==> src/rtl/bp_update_ctrl.sv <==
// bp_update_ctrl: queues commit-stage predictor updates and retires them to the BTB/PHT write ports,
// and runs a full-table invalidate sweep on flush. Define BP_UPD_BYPASS_EN for zero-latency writes.
module bp_update_ctrl #(
  parameter int BTB_INDEX_WIDTH = 4,
  parameter int PHT_INDEX_WIDTH = 6,
  parameter int FIFO_DEPTH      = 4
) (
  input  logic                          clk_i,
  input  logic                          rst_i,
  input  logic                          upd_valid_i,
  output logic                          upd_ready_o,
  input  logic [BTB_INDEX_WIDTH-1:0]    upd_btb_index_i,
  input  logic [PHT_INDEX_WIDTH-1:0]    upd_pht_index_i,
  input  logic [30-BTB_INDEX_WIDTH-1:0] upd_tag_i,
  input  logic [31:0]                   upd_target_i,
  input  logic                          upd_btb_hit_i,
  input  logic                          upd_taken_i,
  input  logic                          upd_is_jmp_i,
  input  logic                          flush_req_i,
  output logic                          flush_busy_o,
  output logic                          flush_done_o,
  output logic                          pred_inhibit_o,
  output logic                          btb_wren_o,
  output logic [BTB_INDEX_WIDTH-1:0]    btb_wr_index_o,
  output logic [30-BTB_INDEX_WIDTH-1:0] btb_wr_tag_o,
  output logic [31:0]                   btb_wr_target_o,
  output logic                          btb_wr_valid_o,
  output logic                          pht_update_en_o,
  output logic [PHT_INDEX_WIDTH-1:0]    pht_wr_index_o,
  output logic                          pht_taken_o,
  output logic                          pht_clear_o
);
  localparam int TAG_W   = 30 - BTB_INDEX_WIDTH;
  localparam int SWEEP_W = (BTB_INDEX_WIDTH > PHT_INDEX_WIDTH) ? BTB_INDEX_WIDTH : PHT_INDEX_WIDTH;
  localparam int PTR_W   = $clog2(FIFO_DEPTH);

  typedef enum logic {IDLE = 1'b0, SWEEP = 1'b1} state_t;

  typedef struct packed {
    logic [BTB_INDEX_WIDTH-1:0] btb_index;
    logic [PHT_INDEX_WIDTH-1:0] pht_index;
    logic [TAG_W-1:0]           tag;
    logic [31:0]                target;
    logic                       btb_hit;
    logic                       taken;
  } entry_t;

  state_t             state_reg;
  logic [SWEEP_W-1:0] sweep_cnt_reg;
  logic               flush_done_reg;
  entry_t             fifo_mem [FIFO_DEPTH];
  logic [PTR_W-1:0]   wr_ptr_reg;
  logic [PTR_W-1:0]   rd_ptr_reg;
  logic [PTR_W:0]     count_reg;

  logic   idle, fifo_full, fifo_empty, accept, push, pop, bypass_fire, wr_active;
  logic   btb_in_range, pht_in_range;
  entry_t head, in_entry, wr_src;

  assign idle        = (state_reg == IDLE);
  assign fifo_full   = (count_reg == (PTR_W+1)'(FIFO_DEPTH));
  assign fifo_empty  = (count_reg == '0);
  assign upd_ready_o = idle & ~fifo_full & ~flush_req_i;
  assign accept      = upd_valid_i & upd_ready_o;

  assign in_entry = '{btb_index: upd_btb_index_i, pht_index: upd_pht_index_i, tag: upd_tag_i,
                      target: upd_target_i, btb_hit: upd_btb_hit_i, taken: upd_taken_i};
  assign head     = fifo_mem[rd_ptr_reg];

  // The sampled flush cycle must not write the tables, so retirement waits on flush_req_i too.
  assign pop = idle & ~flush_req_i & ~fifo_empty;

`ifdef BP_UPD_BYPASS_EN
  assign bypass_fire = accept & upd_is_jmp_i & fifo_empty;
`else
  assign bypass_fire = 1'b0;
`endif

  assign push      = accept & upd_is_jmp_i & ~bypass_fire;
  assign wr_active = pop | bypass_fire;
  assign wr_src    = pop ? head : in_entry;

  assign btb_in_range = ((sweep_cnt_reg >> BTB_INDEX_WIDTH) == '0);
  assign pht_in_range = ((sweep_cnt_reg >> PHT_INDEX_WIDTH) == '0);

  assign flush_busy_o   = ~idle;
  assign pred_inhibit_o = ~idle;
  assign flush_done_o   = flush_done_reg;

  always_comb begin
    btb_wren_o      = 1'b0;
    btb_wr_index_o  = '0;
    btb_wr_tag_o    = '0;
    btb_wr_target_o = '0;
    btb_wr_valid_o  = 1'b0;
    pht_update_en_o = 1'b0;
    pht_wr_index_o  = '0;
    pht_taken_o     = 1'b0;
    pht_clear_o     = 1'b0;
    if (!idle) begin
      btb_wren_o      = btb_in_range;
      btb_wr_index_o  = sweep_cnt_reg[BTB_INDEX_WIDTH-1:0];
      pht_update_en_o = pht_in_range;
      pht_clear_o     = pht_in_range;
      pht_wr_index_o  = sweep_cnt_reg[PHT_INDEX_WIDTH-1:0];
    end else if (wr_active) begin
      // Only jumps ever reach this path, so the PHT is always trained.
      btb_wren_o      = ~wr_src.btb_hit;
      btb_wr_index_o  = wr_src.btb_index;
      btb_wr_tag_o    = wr_src.tag;
      btb_wr_target_o = wr_src.target;
      btb_wr_valid_o  = 1'b1;
      pht_update_en_o = 1'b1;
      pht_wr_index_o  = wr_src.pht_index;
      pht_taken_o     = wr_src.taken;
    end
  end

  always_ff @(posedge clk_i) begin
    if (rst_i) begin
      state_reg      <= IDLE;
      sweep_cnt_reg  <= '0;
      flush_done_reg <= 1'b0;
      wr_ptr_reg     <= '0;
      rd_ptr_reg     <= '0;
      count_reg      <= '0;
    end else begin
      flush_done_reg <= 1'b0;
      if (idle) begin
        if (flush_req_i) begin
          state_reg     <= SWEEP;
          sweep_cnt_reg <= '0;
          wr_ptr_reg    <= '0;
          rd_ptr_reg    <= '0;
          count_reg     <= '0;
        end else begin
          if (push) wr_ptr_reg <= wr_ptr_reg + PTR_W'(1);
          if (pop)  rd_ptr_reg <= rd_ptr_reg + PTR_W'(1);
          count_reg <= count_reg + (PTR_W+1)'(push) - (PTR_W+1)'(pop);
        end
      end else begin
        sweep_cnt_reg <= sweep_cnt_reg + SWEEP_W'(1);
        if (sweep_cnt_reg == '1) begin
          state_reg      <= IDLE;
          flush_done_reg <= 1'b1;
        end
      end
    end
  end

  always_ff @(posedge clk_i) begin
    if (push) fifo_mem[wr_ptr_reg] <= in_entry;
  end

endmodule

==> config.mk <==
export PLATFORM = sky130hd
export DESIGN_NAME = bp_update_ctrl
export DESIGN_NICKNAME = d
export VERILOG_FILES = /design/src/rtl/bp_update_ctrl.sv
export SDC_FILE = /design/constraint.sdc
export NUM_CORES = 1
export LEC_CHECK = 0
export ABC_CLOCK_PERIOD_IN_PS = 7300
export CELL_PAD_IN_SITES_DETAIL_PLACEMENT = 1
export CELL_PAD_IN_SITES_GLOBAL_PLACEMENT = 1
export CORE_MARGIN = 1.5
export CORE_UTILIZATION = 51
export CTS_CLUSTER_SIZE = 40
export DETAILED_ROUTE_END_ITERATION = 8
export HOLD_SLACK_MARGIN = 0.12
export PLACE_DENSITY = 0.86
export SLEW_MARGIN = 30
export SYNTH_ARGS = -nofsm -noshare
export SYNTH_HDL_FRONTEND = slang
export SYNTH_SLANG_ARGS = --single-unit
==> constraint.sdc <==
create_clock -name clk_i -period 7.3 [get_ports clk_i]
set_input_delay 0.73 -clock clk_i [delete_from_list [all_inputs] [get_ports clk_i]]
set_output_delay 0.73 -clock clk_i [all_outputs]
set_load 0.05 [all_outputs]
==> report_table.html, run 1 <==
<table>
<tr><th>Metric</th><th>Value</th></tr>
<tr><th colspan="2">STA</th></tr>
<tr><td>Relative slew slack</td><td>44.0%</td></tr>
<tr><td>Final critical-path share of the clock period</td><td>60.2%</td></tr>
<tr><td>Actual slew at the worst max-slew pin</td><td>0.839 ns</td></tr>
<tr><td>RSZ-0062 raised after global routing</td><td>no</td></tr>
<tr><td>Final number of setup-violating endpoints</td><td>0</td></tr>
<tr><td>Fmax</td><td>roughly 230 MHz</td></tr>
<tr><td>Post-route minimum period</td><td>4.40 ns</td></tr>
<tr><td>Number of hold violations in the final report</td><td>0</td></tr>
<tr><td>Fin. max-slew vios</td><td>0</td></tr>
<tr><td>Skew final</td><td>0.0145 ns</td></tr>
<tr><td>Fin Setup TNS</td><td>0 ns</td></tr>
<tr><th colspan="2">Clock tree</th></tr>
<tr><td>Hold-fix buffer count after cts</td><td>0</td></tr>
<tr><td>Clock root buffer master</td><td>clkbuf_16</td></tr>
<tr><td>CTS sink cnt</td><td>297</td></tr>
<tr><td>Clock network latency to the later pin of the worst-skew pair</td><td>0.55 ns</td></tr>
<tr><td>CTS resizes</td><td>0</td></tr>
<tr><td>Clock tree from TritonCTS</td><td>yes</td></tr>
<tr><td>Bufs on Longest Clock Path</td><td>3</td></tr>
<tr><td>Post-CTS Repair Setup Buffers</td><td>0</td></tr>
<tr><td>TritonCTS buffer count</td><td>30</td></tr>
<tr><td>Clock slew seen by the registers of the worst setup and hold paths</td><td>approximately 0.060 ns</td></tr>
<tr><td>Number of H-tree branching levels</td><td>1</td></tr>
<tr><th colspan="2">Critical path</th></tr>
<tr><td>Crit path required time</td><td>about 6.6 ns</td></tr>
<tr><td>Reg-to-reg slack, setup</td><td>3.90 ns</td></tr>
<tr><td>Arrival time of data at the critical path endpoint</td><td>3.67 ns</td></tr>
<tr><td>Worst Setup Start Kind</td><td>flip-flop</td></tr>
<tr><td>Kind of critical path</td><td>flip-flop to output pin</td></tr>
<tr><td>Startpoint of the most critical register-to-register path</td><td>count_reg[0]</td></tr>
<tr><td>Capture point of the worst reg-to-reg path</td><td>count_reg[2]</td></tr>
<tr><td>Type of element capturing the critical path</td><td>output pin</td></tr>
<tr><td>Critical Path Fanout Max</td><td>40</td></tr>
<tr><td>Path depth of the worst reg2reg path</td><td>11</td></tr>
<tr><th colspan="2">Pwr</th></tr>
<tr><td>Fraction of power consumed by sequential logic</td><td>53.4%</td></tr>
<tr><td>Maximum vdd ir drop</td><td>0.000202 V</td></tr>
<tr><td>Logic gate share of total power</td><td>~4%</td></tr>
<tr><td>Clock network fraction of design power</td><td>42.5%</td></tr>
<tr><td>Power, Total</td><td>3.53 mW</td></tr>
<tr><td>Leakage Power</td><td>4.69 nW</td></tr>
<tr><td>Psw</td><td>0.697 mW</td></tr>
<tr><td>Share of total power consumed by net switching</td><td>19.8%</td></tr>
<tr><td>P_int</td><td>2.83 mW</td></tr>
<tr><td>P per Cell Area</td><td>roughly 250 nW/um^2</td></tr>
<tr><th colspan="2">Yosys</th></tr>
<tr><td>Number of distinct library cells after synthesis</td><td>41</td></tr>
<tr><td>Ys flop type</td><td>edfxtp_1</td></tr>
<tr><td>Asr flop ratio synth</td><td>0%</td></tr>
<tr><td>Post-Syn Area</td><td>roughly 12000 sq um</td></tr>
<tr><td>Post-Syn Nets</td><td>between 600 and 700</td></tr>
<tr><td>Post-synthesis area per instance</td><td>20.6 sq um</td></tr>
<tr><td>#FFs+latches synth</td><td>297</td></tr>
<tr><td>Number of flops mapped to enable cells by yosys</td><td>280</td></tr>
<tr><td>Yosys Warn Count</td><td>0</td></tr>
<tr><td>Portion of the post-synthesis area used by sequential elements</td><td>76.0%</td></tr>
<tr><td>Synthesized instance count</td><td>about 560</td></tr>
<tr><th colspan="2">Global routing</th></tr>
<tr><td>Overall routing resource usage</td><td>roughly 22%</td></tr>
<tr><td>Maximum number of pins on one net before global-route repair</td><td>between 60 and 70</td></tr>
<tr><td>Vias in the first global route</td><td>roughly 6700</td></tr>
<tr><td>Global-route wire length before repair</td><td>39.5 mm</td></tr>
<tr><td>Antenna violations before repair</td><td>0</td></tr>
<tr><td>Grt total ovfl</td><td>0</td></tr>
<tr><th colspan="2">Hold path</th></tr>
<tr><td>WHS Path Cells</td><td>2</td></tr>
<tr><td>Path class of the lowest-slack min-delay path</td><td>flip-flop to flip-flop</td></tr>
<tr><td>Hold_sp</td><td>rd_ptr_reg[1]</td></tr>
<tr><th colspan="2">Placement</th></tr>
<tr><td>Placer Congestion</td><td>0.800</td></tr>
<tr><td>Number of port buffers</td><td>151</td></tr>
<tr><td>Final HPWL DP</td><td>15.5 mm</td></tr>
<tr><th colspan="2">Route</th></tr>
<tr><td>Final antenna-violating net count</td><td>0</td></tr>
<tr><td>Count of unresolved DRC violations after routing</td><td>12</td></tr>
<tr><td>DR vias/cell</td><td>5.85</td></tr>
<tr><td>Number of detailed-routing iterations run before antenna repair</td><td>6</td></tr>
<tr><td>Via count</td><td>slightly below 6000</td></tr>
<tr><td>Initial DRC Count</td><td>339</td></tr>
<tr><td>Final Routed Wirelength</td><td>roughly 25 mm</td></tr>
<tr><td>Wire length per cell after detailed routing</td><td>25.0 microns</td></tr>
<tr><th colspan="2">Run</th></tr>
<tr><td>Count of maximum capacitance violations</td><td>0</td></tr>
<tr><th colspan="2">Die</th></tr>
<tr><td>Starting utilization of the core area</td><td>52.5%</td></tr>
<tr><td>Width of the chip</td><td>~150 microns</td></tr>
<tr><td>Core area</td><td>22000 sq um</td></tr>
<tr><td>Area of the die</td><td>23500 sq um</td></tr>
<tr><td>Floorplan row count</td><td>54</td></tr>
<tr><td>Number of I/O pins</td><td>between 150 and 200</td></tr>
<tr><td>Die Y-Extent</td><td>153 microns</td></tr>
<tr><th colspan="2">Finish</th></tr>
<tr><td>Number of nets in the final layout</td><td>796</td></tr>
<tr><td>Share of final-layout standard cells stronger than drive strength 1</td><td>17.5%</td></tr>
<tr><td>Area Overhead vs Synth</td><td>24.4%</td></tr>
<tr><td>Number of fill cells</td><td>between 1500 and 2000</td></tr>
<tr><td>Flip-flop count of the largest register after layout</td><td>280</td></tr>
<tr><td>Ant diodes</td><td>0</td></tr>
<tr><th colspan="2">Status</th></tr>
<tr><td>Outcome</td><td>finished, violations left</td></tr>
<tr><td>Violated checks</td><td>DRC</td></tr>
</table>
## cells by family (layout without fill, tap and decap cells)
logic type	count (synthesis)	in the layout	share of synthesized area (%)
flip-flops	297	297	76.0
AND/OR/NAND/NOR	108	108	5.57
multiplexers	71	71	13.8
buffers and inverters	45	222	1.91
AO/OA/AOI/OAI	29	29	1.78
adder cells (fa/ha/maj)	8	8	0.934
XOR/XNOR	1	1	0.0761
## worst max path at each step
stage	cells after the start	slack, ns	start	end
floorplan	4	3.80	flush_busy_o	fifo_mem[0][0]
global placement	5	3.23	flush_req_i	btb_wr_tag_o[25]
detailed placement	5	3.06	flush_req_i	btb_wr_tag_o[8]
CTS	4	2.77	flip-flop	btb_wr_target_o[18]
global route	4	2.65	flip-flop	btb_wr_tag_o[8]
finish	4	2.90	flip-flop	btb_wr_tag_o[8]
## critical path, stage by stage (launching register included)
cell and delay [ns]:
dfxtp_4 0.76, buf_4 0.75, mux4_2 0.59, and3_1 0.21, clkdlybuf4s50_1 0.73
## per-stage QoR
stage	setup slack, ns	util (%)	instance area (sq um)	hold slack, ns	std cells
2_1_floorplan	3.80	-	11500	0.459	559
3_3_place_gp	3.23	60.3	13200	0.484	956
3_5_place_dp	3.06	60.9	13400	0.499	961
4_1_cts	2.77	65.3	14300	0.541	1016
5_1_grt	2.65	65.3	14300	0.568	1016
6_report	2.90	65.3	14300	0.529	1016
## cells in the mapped netlist, types with 2 or more instances
master,instances,area [sq um]
edfxtp_1,280,8410
mux4_2,70,1580
and3_1,58,363
clkbuf_1,21,78.8
dfxtp_1,17,340
a21oi_1,9,45.0
nor2_1,9,33.8
a22o_1,8,70.1
buf_4,8,60.1
inv_1,8,30.0
nand2_1,8,30.0
ha_1,7,87.6
and2_1,5,31.3
buf_2,5,25.0
nand4_1,5,31.3
nand3_1,3,15.0
nand3b_1,3,22.5
nor3_1,3,15.0
nor3b_1,3,22.5
buf_6,2,22.5
nand2b_1,2,12.5
o211ai_1,2,15.0
o21ai_0,2,10.0
o311ai_0,2,17.5
or2_2,2,12.5
or3_1,2,12.5
## final cells by class
| class | instances | area, sq um | share of cell area [%] |
|---|---|---|---|
| tap | 280 | 350 | 2.44 |
| clock inverter | 19 | 194 | 1.35 |
| clock buffer | 36 | 773 | 5.40 |
| inverter | 9 | 33.8 | 0.236 |
| sequential | 297 | 8760 | 61.1 |
| multi-input combinational | 217 | 2570 | 17.9 |
| timing repair buffer | 158 | 1660 | 11.6 |
## layer usage
metal  up-vias  part of all wire [%]  GRT usage (%)
li1       2619                     -              -
met1      3119                    41           29.5
met2       173                    51           37.9
met3        35                   5.5           4.08
met4         0                   2.0           6.07
met5         -                     0              0
## power by group through the flow
stage	combinational [mW]	clock, mW	sequential, mW
after floorplan	0.0631	0	1.92
after global placement	0.133	0	1.92
after detailed placement	0.143	0	1.92
after CTS	0.145	1.52	1.88
after global routing	0.153	1.58	1.89
final	0.143	1.50	1.88
## cells in the final DEF, fill, tap and decap left out, drive strengths merged, types with 4 or more instances in the layout
master	n
bufinv	4
buf	7
nand4	5
clkinv	15
edfxtp	280
clkdlybuf4s50	151
inv	8
a22o	8
clkbuf	36
ha	7
a21oi	9
and2	5
nor2	9
nand2	8
mux4	70
dfxtp	17
and3	59
(Power assumes the default switching activity.)
==> inputs of run 2 (changes only) <==
Settings changed: ABC_CLOCK_PERIOD_IN_PS 7300 to 3600, CORE_UTILIZATION 51 to 43, PLACE_DENSITY 0.86 to 0.78.
Clock period 7.3 ns to 3.6 ns, I/O delays scaled along.
==> report_table.html, run 2 (same netlist as run 1, synthesis figures left out) <==
<table>
<tr><th>Metric</th><th>Value</th></tr>
<tr><th colspan="2">STA</th></tr>
<tr><td>Final number of setup-violating endpoints</td><td>0</td></tr>
<tr><td>Final critical-path share of the clock period</td><td>92.2%</td></tr>
<tr><td>RSZ-0062 raised after global routing</td><td>no</td></tr>
<tr><td>Actual slew at the worst max-slew pin</td><td>0.712 ns</td></tr>
<tr><td>Fmax</td><td>301 MHz</td></tr>
<tr><td>Hold slack final</td><td>0.451 ns</td></tr>
<tr><td>Post-route minimum period</td><td>3.32 ns</td></tr>
<tr><td>Fin. max-slew vios</td><td>0</td></tr>
<tr><td>Final WS setup</td><td>0.281 ns</td></tr>
<tr><td>Skew final</td><td>roughly 0.011 ns</td></tr>
<tr><td>Number of hold violations in the final report</td><td>0</td></tr>
<tr><td>Fin Setup TNS</td><td>0 ns</td></tr>
<tr><td>Relative slew slack</td><td>52.5%</td></tr>
<tr><th colspan="2">Clock tree</th></tr>
<tr><td>Bufs on Longest Clock Path</td><td>3</td></tr>
<tr><td>Number of H-tree branching levels</td><td>1</td></tr>
<tr><td>Post-CTS Repair Setup Buffers</td><td>0</td></tr>
<tr><td>CTS resizes</td><td>0</td></tr>
<tr><td>Clock slew seen by the registers of the worst setup and hold paths</td><td>0.06 ns</td></tr>
<tr><td>Clock tree from TritonCTS</td><td>yes</td></tr>
<tr><td>Hold-fix buffer count after cts</td><td>0</td></tr>
<tr><td>TritonCTS buffer count</td><td>31</td></tr>
<tr><td>CTS sink cnt</td><td>297</td></tr>
<tr><td>Clock network latency to the later pin of the worst-skew pair</td><td>between 0.5 and 0.6 ns</td></tr>
<tr><td>Clock root buffer master</td><td>clkbuf_16</td></tr>
<tr><th colspan="2">Finish</th></tr>
<tr><td>Area Overhead vs Synth</td><td>26.1%</td></tr>
<tr><td>Final Util</td><td>55.4%</td></tr>
<tr><td>Flip-flop count of the largest register after layout</td><td>280</td></tr>
<tr><td>Number of nets in the final layout</td><td>about 810</td></tr>
<tr><td>Number of fill cells</td><td>2273</td></tr>
<tr><td>Leading cell types in the layout, fill and taps excluded</td><td>edfxtp_1, clkdlybuf4s50_1, mux4_2</td></tr>
<tr><td>Combined area of the multi-input logic cells</td><td>2570 sq um</td></tr>
<tr><td>Area used by sequential logic in the layout</td><td>8760 sq um</td></tr>
<tr><td>Share of final-layout standard cells stronger than drive strength 1</td><td>a little over a fifth</td></tr>
<tr><td>Most common cell after layout, fill and taps aside</td><td>edfxtp_1</td></tr>
<tr><td>Count of placed standard cells in the final layout, fillers left out</td><td>1084</td></tr>
<tr><td>Ant diodes</td><td>0</td></tr>
<tr><td>Total non-filler cell area in the finished layout</td><td>between 10000 and 15000 sq um</td></tr>
<tr><th colspan="2">Hold path</th></tr>
<tr><td>WHS Path Cells</td><td>1</td></tr>
<tr><td>Path class of the lowest-slack min-delay path</td><td>input port to flip-flop</td></tr>
<tr><td>Hold_sp</td><td>upd_target_i[30]</td></tr>
<tr><th colspan="2">Die</th></tr>
<tr><td>Die Y-Extent</td><td>167 microns</td></tr>
<tr><td>Core area</td><td>26200 sq um</td></tr>
<tr><td>Width of the chip</td><td>167 microns</td></tr>
<tr><td>Starting utilization of the core area</td><td>about 44%</td></tr>
<tr><td>Floorplan row count</td><td>59</td></tr>
<tr><td>Number of I/O pins</td><td>152</td></tr>
<tr><td>Area of the die</td><td>between 20000 and 30000 sq um</td></tr>
<tr><th colspan="2">Critical path</th></tr>
<tr><td>Path depth of the worst reg2reg path</td><td>11</td></tr>
<tr><td>Crit path launch</td><td>count_reg[1]</td></tr>
<tr><td>Type of element capturing the critical path</td><td>output pin</td></tr>
<tr><td>Arrival time of data at the critical path endpoint</td><td>approximately 3.0 ns</td></tr>
<tr><td>Critical Path Fanout Max</td><td>64</td></tr>
<tr><td>Worst Setup Start Kind</td><td>flip-flop</td></tr>
<tr><td>Startpoint of the most critical register-to-register path</td><td>count_reg[1]</td></tr>
<tr><td>Kind of critical path</td><td>flip-flop to output pin</td></tr>
<tr><td>Crit path required time</td><td>3.24 ns</td></tr>
<tr><th colspan="2">Pwr</th></tr>
<tr><td>Power, Total</td><td>7.09 mW</td></tr>
<tr><td>Leakage Power</td><td>4.79 nW</td></tr>
<tr><td>Maximum vdd ir drop</td><td>0.000476 V</td></tr>
<tr><td>P per Cell Area</td><td>488 nW/um^2</td></tr>
<tr><th colspan="2">Global routing</th></tr>
<tr><td>Vias in the first global route</td><td>6882</td></tr>
<tr><td>Global-route wire length before repair</td><td>40.3 mm</td></tr>
<tr><td>Grt total ovfl</td><td>0</td></tr>
<tr><td>Maximum number of pins on one net before global-route repair</td><td>69</td></tr>
<tr><td>Antenna violations before repair</td><td>1</td></tr>
<tr><td>Overall routing resource usage</td><td>19.0%</td></tr>
<tr><th colspan="2">Route</th></tr>
<tr><td>Final Routed Wirelength</td><td>~26 mm</td></tr>
<tr><td>Number of detailed-routing iterations run before antenna repair</td><td>7</td></tr>
<tr><td>Wire length per cell after detailed routing</td><td>24.0 microns</td></tr>
<tr><td>DR vias/cell</td><td>5.55</td></tr>
<tr><td>Via count</td><td>6014</td></tr>
<tr><td>Initial DRC Count</td><td>417</td></tr>
<tr><td>Count of unresolved DRC violations after routing</td><td>9</td></tr>
<tr><td>Final antenna-violating net count</td><td>0</td></tr>
<tr><th colspan="2">Placement</th></tr>
<tr><td>Cells after DPL</td><td>1027</td></tr>
<tr><td>Placer Congestion</td><td>a little under 0.8</td></tr>
<tr><td>Number of port buffers</td><td>151</td></tr>
<tr><td>Cell area reported after detailed placement</td><td>13600 sq um</td></tr>
<tr><td>Post-place setup slack</td><td>0.442 ns</td></tr>
<tr><td>Final HPWL DP</td><td>16.0 mm</td></tr>
<tr><th colspan="2">Status</th></tr>
<tr><td>Violated checks</td><td>DRC</td></tr>
<tr><td>Outcome</td><td>finished, violations left</td></tr>
<tr><th colspan="2">Run</th></tr>
<tr><td>Count of maximum capacitance violations</td><td>0</td></tr>
</table>
==> run 2: changes by cell type in the layout (fill, tap and decap cells not counted), moves of 2 or more <==
cell / previous run / this run
buf_12: 1 / 15
buf_4: 2 / 16
clkdlybuf4s50_1: 151 / 138
clkinv_2: 3 / 11
buf_16: 4 / 0
clkbuf_1: 6 / 3
bufinv_16: 4 / 2
==> run 2: critical path, cell delays in order (launching register included) <==
cell and delay, ns:
dfxtp_1 0.50, or3_4 0.19, buf_4 0.55, nand3_1 0.20, nand2_1 0.14, clkdlybuf4s50_1 0.81
==> run 2: layer usage <==
layer	vias up	share of wire, %	GRT usage [%]
met5	-	0	0
met4	0	1.2	4.11
met3	28	5.5	3.68
met2	170	51	33.6
met1	3171	42	24.5
li1	2645	-	-
==> run 2: path summary, 6_finish.rpt <==
check | end | slack, ns
min | fifo_mem[2][32] | 0.45
min reg2reg | flip-flop | 0.51
max reg2reg | count_reg[2] | 0.76
max | btb_wr_index_o[2] | 0.28
==> run 2: area by class of cell <==
class / instances / share of cell area, %
sequential: 297 / 60.3
clock buffer: 34 / 5.42
multi-input combinational: 217 / 17.7
tap: 335 / 2.89
clock inverter: 23 / 1.08
inverter: 9 / 0.233
timing repair buffer: 169 / 12.4
==> run 2: report_power, final <==
group / total, mW / internal (mW) / switching (mW)
clock: 2.97 / 1.70 / 1.26
sequential: 3.81 / 3.80 / 0.0122
combinational: 0.308 / 0.140 / 0.167
total: 7.09 / 5.65 / 1.44
==> inputs of run 3 (changes only) <==
Settings changed: ABC_CLOCK_PERIOD_IN_PS 3600 to 4200, CORE_UTILIZATION 43 to 51, PLACE_DENSITY 0.78 to 0.86.
Clock period 3.6 ns to 4.2 ns, I/O delays scaled along.
==> report_table.html, run 3 (same netlist as run 1, synthesis figures left out) <==
<table>
<tr><th>Metric</th><th>Value</th></tr>
<tr><th colspan="2">Status</th></tr>
<tr><td>Outcome</td><td>finished, violations left</td></tr>
<tr><td>Violated checks</td><td>DRC</td></tr>
<tr><th colspan="2">Critical path</th></tr>
<tr><td>Arrival time of data at the critical path endpoint</td><td>about 3.2 ns</td></tr>
<tr><td>Kind of critical path</td><td>flip-flop to output pin</td></tr>
<tr><td>Crit path required time</td><td>3.78 ns</td></tr>
<tr><td>Path depth of the worst reg2reg path</td><td>11</td></tr>
<tr><td>Critical Path Fanout Max</td><td>31</td></tr>
<tr><td>Delay of the slowest cell on the worst path</td><td>0.80 ns</td></tr>
<tr><td>Worst Setup Start Kind</td><td>flip-flop</td></tr>
<tr><td>Type of element capturing the critical path</td><td>output pin</td></tr>
<tr><td>Cell with the biggest individual delay on the critical path</td><td>clkdlybuf4s50_1</td></tr>
<tr><td>Critical Path, Cell by Cell</td><td>nor2_4 &gt; nand2_1 &gt; clkinv_1 &gt; a22o_1 &gt; clkdlybuf4s50_1</td></tr>
<tr><th colspan="2">Pwr</th></tr>
<tr><td>Psw</td><td>~1.2 mW</td></tr>
<tr><td>Maximum vdd ir drop</td><td>0.000309 V</td></tr>
<tr><td>Share of total power consumed by net switching</td><td>19.5%</td></tr>
<tr><td>Fraction of power consumed by sequential logic</td><td>a little over half</td></tr>
<tr><td>Clock network fraction of design power</td><td>a little over two fifths</td></tr>
<tr><td>Leakage Power</td><td>4.71 nW</td></tr>
<tr><td>Logic gate share of total power</td><td>4.1%</td></tr>
<tr><td>P_int</td><td>4.96 mW</td></tr>
<tr><td>P per Cell Area</td><td>roughly 430 nW/um^2</td></tr>
<tr><td>Power, Total</td><td>~6.2 mW</td></tr>
<tr><th colspan="2">STA</th></tr>
<tr><td>RSZ-0062 raised after global routing</td><td>no</td></tr>
<tr><td>Fmax</td><td>273 MHz</td></tr>
<tr><td>Fin Setup TNS</td><td>0 ns</td></tr>
<tr><td>Fin. max-slew vios</td><td>0</td></tr>
<tr><td>Final critical-path share of the clock period</td><td>between 80% and 90%</td></tr>
<tr><td>Relative slew slack</td><td>49.5%</td></tr>
<tr><td>Number of hold violations in the final report</td><td>0</td></tr>
<tr><td>Skew final</td><td>0.0126 ns</td></tr>
<tr><td>Post-route minimum period</td><td>3.66 ns</td></tr>
<tr><td>Final number of setup-violating endpoints</td><td>0</td></tr>
<tr><td>Actual slew at the worst max-slew pin</td><td>approximately 0.76 ns</td></tr>
<tr><td>Hold slack final</td><td>roughly 0.52 ns</td></tr>
<tr><th colspan="2">Global routing</th></tr>
<tr><td>Maximum number of pins on one net before global-route repair</td><td>66</td></tr>
<tr><td>Antenna violations before repair</td><td>1</td></tr>
<tr><td>Vias in the first global route</td><td>6788</td></tr>
<tr><td>Overall routing resource usage</td><td>22.8%</td></tr>
<tr><td>Global-route wire length before repair</td><td>approximately 40 mm</td></tr>
<tr><td>Grt total ovfl</td><td>0</td></tr>
<tr><th colspan="2">Placement</th></tr>
<tr><td>Placer Congestion</td><td>0.782</td></tr>
<tr><td>Cells after DPL</td><td>963</td></tr>
<tr><td>Final HPWL DP</td><td>15.5 mm</td></tr>
<tr><td>Number of port buffers</td><td>around 150</td></tr>
<tr><td>Cell area reported after detailed placement</td><td>roughly 13000 sq um</td></tr>
<tr><th colspan="2">Route</th></tr>
<tr><td>Via count</td><td>6024</td></tr>
<tr><td>DR vias/cell</td><td>a little under 6</td></tr>
<tr><td>Final Routed Wirelength</td><td>26.2 mm</td></tr>
<tr><td>Count of unresolved DRC violations after routing</td><td>24</td></tr>
<tr><td>Number of detailed-routing iterations run before antenna repair</td><td>9</td></tr>
<tr><td>Final antenna-violating net count</td><td>0</td></tr>
<tr><td>Initial DRC Count</td><td>roughly 480</td></tr>
<tr><td>Wire length per cell after detailed routing</td><td>roughly 26 microns</td></tr>
<tr><th colspan="2">Finish</th></tr>
<tr><td>Area Overhead vs Synth</td><td>24.6%</td></tr>
<tr><td>Number of nets in the final layout</td><td>798</td></tr>
<tr><td>Number of fill cells</td><td>1795</td></tr>
<tr><td>Count of placed standard cells in the final layout, fillers left out</td><td>approximately 1000</td></tr>
<tr><td>Flip-flop count of the largest register after layout</td><td>between 200 and 300</td></tr>
<tr><td>Most common cell after layout, fill and taps aside</td><td>edfxtp_1</td></tr>
<tr><td>Share of final-layout standard cells stronger than drive strength 1</td><td>18.0%</td></tr>
<tr><td>Leading cell types in the layout, fill and taps excluded</td><td>edfxtp_1, clkdlybuf4s50_1, mux4_2</td></tr>
<tr><td>Total non-filler cell area in the finished layout</td><td>14400 sq um</td></tr>
<tr><th colspan="2">Die</th></tr>
<tr><td>Die Y-Extent</td><td>153 microns</td></tr>
<tr><td>Width of the chip</td><td>about 150 microns</td></tr>
<tr><td>Area of the die</td><td>23500 sq um</td></tr>
<tr><td>Core area</td><td>around 22000 sq um</td></tr>
<tr><td>Number of I/O pins</td><td>152</td></tr>
<tr><td>Floorplan row count</td><td>54</td></tr>
<tr><td>Starting utilization of the core area</td><td>52.5%</td></tr>
<tr><th colspan="2">Clock tree</th></tr>
<tr><td>Post-CTS Repair Setup Buffers</td><td>0</td></tr>
<tr><td>Bufs on Longest Clock Path</td><td>3</td></tr>
<tr><td>Hold-fix buffer count after cts</td><td>0</td></tr>
<tr><td>Number of H-tree branching levels</td><td>1</td></tr>
<tr><td>CTS sink cnt</td><td>297</td></tr>
<tr><td>Clock network latency to the later pin of the worst-skew pair</td><td>0.54 ns</td></tr>
<tr><td>Clock root buffer master</td><td>clkbuf_16</td></tr>
<tr><td>TritonCTS buffer count</td><td>30</td></tr>
<tr><td>Clock tree from TritonCTS</td><td>yes</td></tr>
<tr><td>Clock slew seen by the registers of the worst setup and hold paths</td><td>0.06 ns</td></tr>
<tr><td>CTS resizes</td><td>0</td></tr>
<tr><th colspan="2">Run</th></tr>
<tr><td>Count of maximum capacitance violations</td><td>0</td></tr>
<tr><th colspan="2">Hold path</th></tr>
<tr><td>WHS Path Cells</td><td>1</td></tr>
<tr><td>Path class of the lowest-slack min-delay path</td><td>input port to flip-flop</td></tr>
</table>
==> run 3: cell count changes in the layout (fill, tap and decap cells not counted), moves of 2 or more <==
| cell | before | now |
|---|---|---|
| buf_4 | 16 | 2 |
| clkdlybuf4s50_1 | 138 | 151 |
| buf_12 | 15 | 7 |
| clkinv_2 | 11 | 6 |
| clkbuf_1 | 3 | 6 |
| bufinv_16 | 2 | 4 |
| clkinv_1 | 10 | 8 |
| diode_2 | 0 | 2 |
==> run 3: cell type report <==
class                   instances  area [sq um]  area share [%]
multi-input cells             217          2570            17.9
diodes                          2          5.00          0.0349
repair buffers                160          1670            11.6
inverters                       9          33.8           0.235
clock inverters                17           176            1.23
well taps                     280           350            2.44
flip-flops and latches        297          8760            61.0
clock buffers                  37           798            5.56
==> run 3: power by group through the flow <==
stage               Sequential (mW)  Combinational, mW  Clock, mW
detailed placement             3.34              0.253          0
CTS                            3.27              0.256       2.69
floorplan                      3.33              0.110          0
global placement               3.33              0.240          0
finish                         3.27              0.255       2.63
global route                   3.28              0.271       2.78
==> run 3: worst max-delay path, delay by kind of cell (launching register included) <==
kind                   cells  cell delay [ns]
AO/OA/AOI/OAI              1             0.18
buffers and inverters      2             1.06
flip-flops                 1             0.49
AND/OR/NAND/NOR            2             0.96
==> run 3: metal layers <==
layer	GRT usage, %	wire, microns
met5	0	13
met3	3.54	1340
met2	40.1	13800
met1	29.6	10600
met4	6.30	454
==> run 3: path summary, 6_finish.rpt <==
kind            startpoint                end  slack, ns
max           flush_busy_o  btb_wr_index_o[3]       0.54
min          upd_tag_i[24]    fifo_mem[2][58]       0.52
max reg2reg   count_reg[1]       count_reg[2]       0.77
min reg2reg  rd_ptr_reg[1]          flip-flop       0.52
==> run 3: per-stage QoR <==
step	worst slack [ns]	utilization (%)
2_1_floorplan	0.699	-
3_3_place_gp	0.664	60.9
3_5_place_dp	0.439	60.9
4_1_cts	0.282	65.3
5_1_grt	0.339	65.4
6_report	0.536	65.4
==> edit 1 (settings of run 2) <==
The parameter `PHT_INDEX_WIDTH` goes from 6 to 7.
--- a/src/rtl/bp_update_ctrl.sv
+++ b/src/rtl/bp_update_ctrl.sv
@@ -2,7 +2,7 @@
 // and runs a full-table invalidate sweep on flush. Define BP_UPD_BYPASS_EN for zero-latency writes.
 module bp_update_ctrl #(
   parameter int BTB_INDEX_WIDTH = 4,
-  parameter int PHT_INDEX_WIDTH = 6,
+  parameter int PHT_INDEX_WIDTH = 7,
   parameter int FIFO_DEPTH      = 4
 ) (
   input  logic                          clk_i,
Interface: changed (resized pht_wr_index_o and upd_pht_index_i); port bits go from 152 to 154. No check against the original RTL was run, so the function may have changed too.
==> edit 1 against run 2 <==
  * Worst hold slack gained 39 ps
  * Sequential cell count increased by 5
  * Setup slack got worse by 74 ps
  * Clock skew fell by 1.6 ps
  * Critical path depth down 1
  * Power rose by 7.9%
  * Routed wire length fell by 0.13%
  * Largest power group unchanged
  * Non-clock buffer count up 3
  * Global-route usage shrank 0.27 points
  * Sequential share of layout area is 0.51 points lower
  * Synthesized area is 2.3% higher
  * Cell area is 2.5% higher
==> edit 1: results (changes against run 2) <==
[status]
status=finished, final reports clean

[worst_setup_path]
r2r_setup_slack_ps=710  ; -50 ps
crit_arrival_ps=3030  ; +70 ps
crit_start=flush_busy_o

[detailed_routing]
finalWirelength_um=25900  ; -0.13%
wl_met3_um=1310  ; -8.4%
dr.pass1.iters=4  ; -3
wirelength_met1_um=11000  ; +1.0%
avgRoutedWirePerCell_um=23.3  ; -2.6%

[timing]
fin_skew_ps=9.54  ; -1.59 ps
hold-worst-slack_ps=490  ; +39.3 ps
maxSlewHeadroom_pct=54.3  ; +1.8 points
period_share_pct=94.3  ; +2.1 points

[grt]
gr-usage-met1_pct=24.6  ; +0.027 points
antenna_found_initial=0  ; -1
grt_max_degree=72  ; +4.3%
use_met2_pct=32.2  ; -1.4 points
grt_pass1_vias=6769  ; -1.6%

[placed_design]
place_hpwl_um=16000  ; about the same
place_area_um2=13700  ; +1.2%
portBuffers=153  ; +1.3%
gp_congestion=0.764  ; -1.9%
pre_cts_slack_ps=504  ; +62.1 ps

[final_layout]
seq_share_pct=59.8  ; -0.51 points
multi_input_area_share_pct=17.8  ; +0.14 points
largest_reg_flops=284  ; +1.4%
clockNetworkAreaShare_pct=7.63  ; +1.1 points
nFillCells=2356  ; +3.7%
drive_above_1_share_pct=19.6  ; -1.5 points
final_util_pct=55.2  ; -0.20 points
buffers_excl_clock=172  ; +1.8%
num-clock-buffers=43  ; +26%
final-nonclk-buf-share_pct=11.7  ; -0.74 points

[synthesis]
synth.distinct_cells=44  ; +7.3%
synthTopCellsByArea=edfxtp_1 (72%), mux4_2 (14%), and3_1 (3.1%)
synth_fp_nets=660  ; +2.8%
synth-seq-area-share_pct=75.4  ; -0.54 points

[hold_path]
hold_end=fifo_mem[0][54]
min_from=upd_tag_i[20]

[pwr]
ir_drop_uv=395  ; -17%
p_leak_nw=4.92  ; +2.7%

[edit 1: cell count changes after synthesis, sizes merged, moves of 2 or more]
cell    before  now
a211oi       0    2
a21oi        9   11
buf         15   24
clkbuf      21   15
edfxtp     280  284
nand2        8   10
nand3        3    6
nand4        5    2
xor2         1    4
[edit 1: where the power goes]
| part | switching (W) | internal [W] | leakage (nW) | total [W] |
|---|---|---|---|---|
| combinational | 0.000174 | 0.000144 | 1.66 | 0.000318 |
| sequential | 0.0000160 | 0.00387 | 2.71 | 0.00388 |
| clock | 0.00130 | 0.00215 | 0.550 | 0.00345 |
| total | 0.00149 | 0.00616 | 4.92 | 0.00765 |
[edit 1: cell families (layout without fill, tap and decap cells)]
kind of cell,count (synthesis),in the layout,share of synthesized area (%)
flip-flops,302,302,75.4
AND/OR/NAND/NOR,109,109,5.52
multiplexers,72,72,13.7
buffers and inverters,48,242,2.23
AO/OA/AOI/OAI,33,33,1.97
adder cells (fa/ha/maj),8,8,0.913
XOR/XNOR,4,4,0.297
==> edit 2 (flow settings as in run 2) <==
Made on the original files. Put a register stage on the output `pred_inhibit_o`, cleared by the reset. The value now appears one clock later. The other outputs are not delayed to match.
--- a/src/rtl/bp_update_ctrl.sv
+++ b/src/rtl/bp_update_ctrl.sv
@@ -84,7 +84,13 @@
   assign pht_in_range = ((sweep_cnt_reg >> PHT_INDEX_WIDTH) == '0);
 
   assign flush_busy_o   = ~idle;
-  assign pred_inhibit_o = ~idle;
+  always_ff @(posedge clk_i) begin
+    if (rst_i) begin
+      pred_inhibit_o <= '0;
+    end else begin
+      pred_inhibit_o <= ~idle;
+    end
+  end
   assign flush_done_o   = flush_done_reg;
 
   always_comb begin
Behaviour: not the same (a bounded check fails within 4 cycles, from zero or initial values and one cycle with rst_i high).
==> edit 2 against run 2 <==
  * Routed wire length shrank 2.2%
  * Setup slack gained 130 ps
  * Register-to-register slack gained 20 ps
  * Largest power group unchanged
  * Fmax grew 4.0%
  * Power grew 5.2%
  * Final cell count grew 0.55%
  * Count of clock-buffer cells in the layout grew 13
  * Via count is essentially flat
  * Synthesized area grew 0.56%
  * Sequential cell count grew 1
  * Cell area grew 0.48%
==> edit 2: results (changes against run 2) <==
[synthesis]
synthAdderAreaFrac_pct=0.929  ; -0.0052 points
synth_compound_area_share_pct=1.83  ; +0.044 points
synth_fp_nets=646  ; +0.62%
synth.distinct_cells=43  ; +4.9%
synthTopCellsByArea=edfxtp_1 (73%), mux4_2 (14%), and3_1 (3.2%)
synth_xor_area_share_pct=0.0756  ; -0.00043 points
synth-seq-area-share_pct=75.7  ; -0.25 points
async_flop_share_pct=0  ; unchanged
synth_mux_area_share_pct=13.6  ; -0.16 points

[grt]
grt.total_usage_pct=18.9  ; -0.18 points
grt_pass1_vias=6850  ; -0.46%
grt_max_degree=65  ; -5.8%
antenna_found_initial=0  ; -1
grt_pass1_wl_um=40100  ; -0.62%

[final_layout]
nFillCells=2317  ; +1.9%
nets=811  ; +0.37%
drive_above_1_share_pct=24.8  ; +3.7 points

[detailed_routing]
avgRoutedWirePerCell_um=23.3  ; -2.7%
dr.pass1.iters=4  ; -3
drtIter0Drc=282  ; -32%

[timing]
maxSlewHeadroom_pct=51.7  ; -0.81 points
fin_skew_ps=8.74  ; -2.38 ps

[pwr]
p_leak_nw=4.93  ; +2.8%
ir_drop_uv=441  ; -7.3%

[placed_design]
place_hpwl_um=15200  ; -5.1%
gp_congestion=0.749  ; -3.8%
pre_cts_slack_ps=454  ; +12.1 ps

[clock_tree]
clock_latency_ps=490  ; -50 ps
numCtsBuffers=34  ; +9.7%
htree_num_levels=2  ; +1

[hold_path]
hold_path_class=input port to register

[worst_setup_path]
crit_fanout=35  ; -45%

[status]
status=finished, final reports clean

==> edit 2: cell count changes after synthesis, sizes merged, moves of 2 or more <==
cell    change
buf         +3
clkbuf      -3
inv         +2
nor2        -2
==> edit 2: area by class of cell <==
| type | count | area share [%] |
|---|---|---|
| Inverter | 10 | 0.257 |
| Timing Repair Buffer | 166 | 11.6 |
| Clock inverter | 15 | 0.892 |
| Antenna cell | 1 | 0.0171 |
| Tap cell | 335 | 2.87 |
| Sequential cell | 298 | 60.1 |
| Clock buffer | 47 | 6.60 |
| Multi-Input combinational cell | 218 | 17.6 |
==> edit 2: worst paths after layout <==
path                                 startpoint                  end  slack [ps]  cells after the start
worst max-delay path                   register  btb_wr_target_o[24]         410                      4
worst min-delay path            upd_target_i[6]       fifo_mem[1][8]         500                      1
worst max register to register     count_reg[2]         count_reg[2]         780                     11
worst min register to register    rd_ptr_reg[1]             register         530                      2
==> edit 2: kinds of logic (layout without fill, tap and decap cells) <==
logic type      Yosys count  after routing
mux                      70             70
compound gates           30             30
xor+xnor                  1              1
fa+ha+maj                 8              8
flops                   298            298
other cells               0              1
simple gates            109            109
buf+inv                  47            238
==> edit 2: metrics by stage <==
step / hold WS, ps / utilization, % / cells
2_1_floorplan: 459 / - / 563
3_3_place_gp: 478 / 51.4 / 1027
3_5_place_dp: 527 / 51.4 / 1027
4_1_cts: 481 / 55.5 / 1089
5_1_grt: 501 / 55.5 / 1089
6_report: 498 / 55.5 / 1090
==> edit 2: critical path, delay by kind of cell (launching register included) <==
family	cells	cell delay [ps]
buffers and inverters	2	1020
multiplexers	1	560
flip-flops	1	510
AND/OR/NAND/NOR	1	200
==> edit 2: power by group <==
part | switching, W | internal [W] | leakage (nW)
Clock | 0.00130 | 0.00202 | 0.538
Combinational | 0.000171 | 0.000142 | 1.72
Sequential | 0.0000105 | 0.00382 | 2.67
Total | 0.00148 | 0.00598 | 4.93
==> edit 2: per-layer routing <==
| layer | part of all wire [%] | vias up | track usage (%) |
|---|---|---|---|
| met2 | 51 | 159 | 32.8 |
| li1 | - | 2650 | - |
| met3 | 4.4 | 39 | 3.71 |
| met4 | 1.9 | 0 | 4.82 |
| met1 | 42 | 3165 | 24.4 |
| met5 | 0 | - | 0 |
